`src/rtl/tdm_pkg.sv`:
```
// rtl/tdm_pkg.sv - shared types and helpers for the TDM mux/demux pair
package tdm_pkg;

    typedef enum logic {IDLE = 1'b0, RUN = 1'b1} tdm_state_t;

    // Counter width that never collapses to zero bits for tiny parameters.
    function automatic int cnt_w(input int n);
        return (n > 1) ? $clog2(n) : 1;
    endfunction

endpackage

```
`src/rtl/tdm_demux_if.sv`:
```
// rtl/tdm_demux_if.sv - serial line inputs and per-channel outputs of the TDM demux
interface tdm_demux_if #(
    parameter int NUM_CH = 4,
    parameter int DATA_W = 8
);
    logic                       tdm_en;
    logic                       tdm_sync;
    logic                       tdm_din;
    logic [NUM_CH*DATA_W-1:0]   ch_data;
    logic [NUM_CH-1:0]          ch_valid;
    logic                       frame_err;
    logic                       in_frame;

    modport master (
        output tdm_en, tdm_sync, tdm_din,
        input  ch_data, ch_valid, frame_err, in_frame
    );

    modport slave (
        input  tdm_en, tdm_sync, tdm_din,
        output ch_data, ch_valid, frame_err, in_frame
    );
endinterface

```
`src/rtl/tdm_bit_deser.sv`:
```
// rtl/tdm_bit_deser.sv - MSB-first slot shift register with bit counter
module tdm_bit_deser
    import tdm_pkg::*;
#(
    parameter int DATA_W = 8,
    localparam int BW = cnt_w(DATA_W)
) (
    input  logic              clk,
    input  logic              rst_n,
    input  logic              shift_en,
    input  logic              restart,
    input  logic              din,
    output logic [DATA_W-1:0] word,
    output logic              word_done,
    output logic [BW-1:0]     bit_cnt
);

    localparam logic [BW-1:0] LAST_BIT = BW'(DATA_W - 1);

    logic [DATA_W-1:0] shreg;
    logic [BW-1:0]     cnt;

    // The word includes the bit on the line now so the owner can latch it on this edge.
    assign word      = {shreg[DATA_W-2:0], din};
    assign word_done = shift_en && !restart && (cnt == LAST_BIT);
    assign bit_cnt   = cnt;

    always_ff @(posedge clk or negedge rst_n) begin
        if (!rst_n) begin
            shreg <= '0;
            cnt   <= '0;
        end else if (shift_en) begin
            if (restart) begin
                shreg <= {{(DATA_W-1){1'b0}}, din};
                cnt   <= BW'(1);
            end else begin
                shreg <= word;
                cnt   <= (cnt == LAST_BIT) ? '0 : cnt + 1'b1;
            end
        end
    end

endmodule

```
`src/rtl/tdm_demux.sv`:
```
// rtl/tdm_demux.sv - 1-bit TDM line to NUM_CH parallel channel words
module tdm_demux
    import tdm_pkg::*;
#(
    parameter int NUM_CH = 4,
    parameter int DATA_W = 8
) (
    input  logic        clk,
    input  logic        rst_n,
    tdm_demux_if.slave  bus
);

    localparam int SW = cnt_w(NUM_CH);
    localparam int BW = cnt_w(DATA_W);

    localparam logic [0:0]    ST_IDLE   = 1'(IDLE);
    localparam logic [0:0]    ST_RUN    = 1'(RUN);
    localparam logic [SW-1:0] LAST_SLOT = SW'(NUM_CH - 1);

    logic [0:0]               state, state_nxt;
    logic [SW-1:0]            slot, slot_nxt;
    logic                     shift_en, restart, load, err_nxt, at_start;
    logic [DATA_W-1:0]        word;
    logic                     word_done;
    logic [BW-1:0]            bit_cnt;
    logic [NUM_CH*DATA_W-1:0] ch_data_q;
    logic [NUM_CH-1:0]        ch_valid_q;
    logic                     frame_err_q;

    tdm_bit_deser #(.DATA_W(DATA_W)) u_deser (
        .clk       (clk),
        .rst_n     (rst_n),
        .shift_en  (shift_en),
        .restart   (restart),
        .din       (bus.tdm_din),
        .word      (word),
        .word_done (word_done),
        .bit_cnt   (bit_cnt)
    );

    assign at_start = (bit_cnt == '0) && (slot == '0);

    always_comb begin
        state_nxt = state;
        slot_nxt  = slot;
        shift_en  = 1'b0;
        restart   = 1'b0;
        load      = 1'b0;
        err_nxt   = 1'b0;
        if (bus.tdm_en) begin
            if (state == ST_IDLE) begin
                if (bus.tdm_sync) begin
                    shift_en  = 1'b1;
                    restart   = 1'b1;
                    slot_nxt  = '0;
                    state_nxt = ST_RUN;
                end
            end else if (bus.tdm_sync) begin
                // Sync always restarts slot 0; it is only an error when it arrives early.
                shift_en = 1'b1;
                restart  = 1'b1;
                slot_nxt = '0;
                err_nxt  = !at_start;
            end else if (at_start) begin
                err_nxt   = 1'b1;
                state_nxt = ST_IDLE;
            end else begin
                shift_en = 1'b1;
                if (word_done) begin
                    load     = 1'b1;
                    slot_nxt = (slot == LAST_SLOT) ? '0 : slot + 1'b1;
                end
            end
        end
    end

    always_ff @(posedge clk or negedge rst_n) begin
        if (!rst_n) begin
            state       <= ST_IDLE;
            slot        <= '0;
            ch_data_q   <= '0;
            ch_valid_q  <= '0;
            frame_err_q <= 1'b0;
        end else begin
            state       <= state_nxt;
            slot        <= slot_nxt;
            frame_err_q <= err_nxt;
            for (int c = 0; c < NUM_CH; c++) begin
                ch_valid_q[c] <= load && (slot == SW'(c));
                if (load && (slot == SW'(c)))
                    ch_data_q[c*DATA_W +: DATA_W] <= word;
            end
        end
    end

    assign bus.ch_data   = ch_data_q;
    assign bus.ch_valid  = ch_valid_q;
    assign bus.frame_err = frame_err_q;
    assign bus.in_frame  = (state == ST_RUN);

endmodule

```
`src/flat_wrapper.sv`:
```
// flat-port wrapper written by rule: the top's interface ports become plain ports
module tdm_demux_flat import tdm_pkg::*;
#(
    parameter int NUM_CH = 4,
    parameter int DATA_W = 8
)
  (clk, rst_n, bus_tdm_en, bus_tdm_sync, bus_tdm_din, bus_ch_data, bus_ch_valid, bus_frame_err, bus_in_frame);
  tdm_demux_if #(.NUM_CH(NUM_CH), .DATA_W(DATA_W)) bus_i ();
  input  logic clk;
  input  logic rst_n;
  input wire logic [$bits(bus_i.tdm_en)-1:0] bus_tdm_en;
  input wire logic [$bits(bus_i.tdm_sync)-1:0] bus_tdm_sync;
  input wire logic [$bits(bus_i.tdm_din)-1:0] bus_tdm_din;
  output wire logic [$bits(bus_i.ch_data)-1:0] bus_ch_data;
  output wire logic [$bits(bus_i.ch_valid)-1:0] bus_ch_valid;
  output wire logic [$bits(bus_i.frame_err)-1:0] bus_frame_err;
  output wire logic [$bits(bus_i.in_frame)-1:0] bus_in_frame;
  assign bus_i.tdm_en = bus_tdm_en;
  assign bus_i.tdm_sync = bus_tdm_sync;
  assign bus_i.tdm_din = bus_tdm_din;
  assign bus_ch_data = bus_i.ch_data;
  assign bus_ch_valid = bus_i.ch_valid;
  assign bus_frame_err = bus_i.frame_err;
  assign bus_in_frame = bus_i.in_frame;
  tdm_demux #(.NUM_CH(NUM_CH), .DATA_W(DATA_W)) u_core (.clk(clk), .rst_n(rst_n), .bus(bus_i));
endmodule
```
`config.mk`:
```
export PLATFORM = sky130hd
export DESIGN_NAME = tdm_demux_flat
export DESIGN_NICKNAME = d
export VERILOG_FILES = /design/src/rtl/tdm_pkg.sv /design/src/rtl/tdm_demux_if.sv /design/src/rtl/tdm_bit_deser.sv /design/src/rtl/tdm_demux.sv /design/src/flat_wrapper.sv
export SDC_FILE = /design/constraint.sdc
export NUM_CORES = 1
export LEC_CHECK = 0
export CORE_ASPECT_RATIO = 0.75
export CORE_UTILIZATION = 43
export CTS_CLUSTER_DIAMETER = 100
export DETAILED_ROUTE_END_ITERATION = 10
export GPL_ROUTABILITY_DRIVEN = 1
export GPL_TIMING_DRIVEN = 0
export HOLD_SLACK_MARGIN = 0.05
export PLACE_DENSITY = 0.68
export SLEW_MARGIN = 20
export SYNTH_ARGS = -nofsm -noshare
export SYNTH_HDL_FRONTEND = slang
export SYNTH_SLANG_ARGS = --single-unit
```
`constraint.sdc`:
```
create_clock -name clk -period 3.19 [get_ports clk]
set_clock_uncertainty 0.05 [all_clocks]
set_input_delay 0.319 -clock clk [delete_from_list [all_inputs] [get_ports clk]]
set_output_delay 0.319 -clock clk [all_outputs]
set_load 0.03 [all_outputs]
```
==> run_results.csv <==
group,metric,value,unit
worst_setup_path,slowest_stage,"dfrtp_1",
finish,diodes,0,
sta,rsz0062_at_grt,"no",
power,vdd_ir_drop_max,315,µV
finish,fin_cells,245,
sta,final.min_clock_period,2450,ps
worst_setup_path,path_cells,"inv_1, ha_1, nand3b_2, inv_1, ha_1, and4bb_1, buf_6, nand4_4, mux2_2",
finish,nets,200,
drt,drc,0,
die,ios,43,
power,power_density,470,nW/µm²
logic_synthesis,synth_nets,149,
clock_network,cts_resized,0,
logic_synthesis,avgSynthCellArea,15.3,µm²
grt,grt_pass1_vias,1385,
die,std_cell_rows,21,
clock_network,h-tree-depth,2,
worst_setup_path,crit_family,"simple AND/OR/NAND/NOR gates",
min_path,hold_path_class,"in2async",
finish,n_fill_cell,361,
sta,max_freq,408,MHz
sta,worst_slew_pin_slew,435,ps
clock_network,path_clk_slew,90,ps
logic_synthesis,netlist_instances,136,
finish,multi_input_area,757,µm²
logic_synthesis,yosysSeqAreaShare,60.2,%
worst_setup_path,crit_fanout,9,
logic_synthesis,ys_seq_elements,50,
grt,grt_overflow,0,
finish,synthToLayoutAreaGrowth,30.7,%
placement,gp_congestion,0.706,
worst_setup_path,start_kind,"register",
grt,grt_max_degree,34,
sta,tns,0,ps
run,drv_cap,0,
sta,period_share,76.8,%
clock_network,cts_tree,"yes",
drt,vias,1263,
worst_setup_path,crit_arrival,2580,ps
logic_synthesis,yosysWarnings,0,
drt,dr.pass1.iters,4,
die,die_w,82.3,µm
logic_synthesis,synthesis.area,2080,µm²
worst_setup_path,worstSetupPathType,"reg2reg",
finish,drive_above_1_share,27.7,%
drt,dr.first_iter.drc_count,51,
logic_synthesis,synth.distinct_cells,22,
grt,grt_antenna_before_repair,0,
clock_network,clock_sinks,50,
placement,dp.cells,236,
sta,hold_viol_final,0,
die,core,4550,µm²
placement,dp_hpwl,2720,µm
clock_network,root_buffer,"clkbuf_8",
run_status,status,"finished, final reports clean",
worst_setup_path,end_kind,"register",
drt,drt-vias-per-instance,5.16,
power,p_total,1.28,mW
drt,ant_nets,0,
grt,grt_pass1_wl,6810,µm
clock_network,clockBufferDepth,2,
drt,drt-total-wl,3950,µm
die,start_util,45.7,%
sta,setup_violations,0,
worst_setup_path,cp_slowest_stage_delay,430,ps
sta,maxSlewViolCount,0,
power,p_leak,1.34,nW
clock_network,cts_hold_buf,1,
placement,portBuffers,42,
clock_network,cts-buffers-inserted,5,
finish,seqCellArea,1250,µm²
worst_setup_path,path_buf_inv,3,
sta,slew_headroom,71.0,%
clock_network,post_cts_buffers,0,
drt,wl_per_cell,16.1,µm
worst_setup_path,worstPathRequired,3320,ps
clock_network,clock_latency,290,ps
die,die-area,5120,µm²
grt,track_usage,18.1,%
die,die_y,62.2,µm
worst_setup_path,r2r_setup_slack,740,ps
==> where the power goes <==
part | internal, mW | switching [mW] | total (mW) | leakage (nW)
sequential | 0.655 | 0.0232 | 0.678 | 0.688
clock | 0.258 | 0.210 | 0.468 | 0.0618
combinational | 0.0528 | 0.0766 | 0.129 | 0.595
==> placed cells by master, fill, tap and decap left out, types with 2 or more instances in the layout <==
master	n
dfrtp_1	50
clkdlybuf4s50_1	41
mux2_2	31
inv_1	11
a22o_1	8
ha_1	8
clkbuf_8	6
and2_1	4
nand4_4	4
nand2_1	2
nor2_1	2
a21oi_1	2
a32o_1	2
mux2_4	2
buf_2	2
==> worst reg2reg max path: stages (launching register included) <==
cell      delay (ps)
dfrtp_1          430
inv_1             90
ha_1             220
nand3b_2         230
inv_1             80
ha_1             200
and4bb_1         290
buf_6            150
nand4_4          240
mux2_2           350
==> cell families (layout without fill, tap and decap cells) <==
group           Yosys count  after routing  share of synthesized area [%]
simple gates             15             15                           7.59
compound gates           15             15                           5.78
flops                    50             50                           60.2
fa+ha+maj                 8              8                           4.82
mux                      33             33                           18.3
buf+inv                  15             67                           3.31
==> registers in the layout (all words and copies together), names as in the netlist <==
name,flops
u_core.u_deser.shreg,7
u_core.bus.ch_valid,4
u_core.bus.ch_data,32
u_core.bus.in_frame,1
u_core.bus.frame_err,1
u_core.u_deser.bit_cnt,3
u_core.slot,2
==> stage by stage <==
| stage | setup WS (ps) | instance area, µm² | util [%] | hold WS [ps] |
|---|---|---|---|---|
| 2_1_floorplan | 989 | 2080 | - | -26.6 |
| 5_1_grt | 557 | 2720 | 59.7 | 479 |
| 6_report | 740 | 2720 | 59.7 | 429 |
| 3_3_place_gp | 451 | 2570 | 56.5 | 438 |
| 4_1_cts | 713 | 2720 | 59.7 | 437 |
| 3_5_place_dp | 736 | 2580 | 56.8 | 228 |
==> metal layers <==
metal / share of wire, % / vias up / global-route usage, % / wire (µm)
li1: - / 582 / - / -
met1: 46 / 643 / 23.7 / 1820
met2: 47 / 34 / 29.2 / 1870
met3: 5.3 / 4 / 5.74 / 210
met4: 0.91 / 0 / 3.95 / 36
met5: 0 / - / 0 / 0
==> cell usage after synthesis <==
library cell  number  share of area [%]
mux2_2            31                 17
nand3b_2           1               0.54
o21a_1             1               0.36
o21ai_0            1               0.24
ha_1               8                4.8
and4bb_1           1               0.60
or3b_2             1               0.42
nor2_1             2               0.36
nand2_1            2               0.36
mux2_4             2                1.4
clkbuf_1           1               0.18
a22o_1             8                3.4
dfrtp_1           50                 60
and2_1             4                1.2
a32o_1             2               0.96
nand4_4            4                4.1
inv_1             11                2.0
buf_4              1               0.36
buf_6              1               0.54
o211ai_1           1               0.36
buf_2              1               0.24
a21oi_1            2               0.48
==> final timing paths <==
kind / from / cells past startpoint / end
max: u_core.slot[0]$_DFFE_PN0P_ / 9 / u_core.bus.ch_data[21]$_DFFE_PN0P_
min: rst_n / 2 / u_core.bus.ch_data[5]$_DFFE_PN0P_
max reg2reg: u_core.slot[0]$_DFFE_PN0P_ / 9 / u_core.bus.ch_data[21]$_DFFE_PN0P_
min in group clk: u_core.bus.ch_data[28]$_DFFE_PN0P_ / 1 / u_core.bus.ch_data[28]$_DFFE_PN0P_
min reg2reg: u_core.bus.ch_data[28]$_DFFE_PN0P_ / 1 / u_core.bus.ch_data[28]$_DFFE_PN0P_
max in group asynchronous: rst_n / 3 / u_core.bus.ch_data[2]$_DFFE_PN0P_
==> final cells by class <==
class	count	share of cell area [%]
Clock buffer	6	3.04
Timing Repair Buffer	44	16.4
Clock inverter	2	1.43
Tap cell	57	2.63
Buffer	4	1.01
Multi-Input combinational cell	71	27.9
Sequential cell	50	46.1
Inverter	11	1.52
No activity file was read; power rests on OpenSTA's default activity.
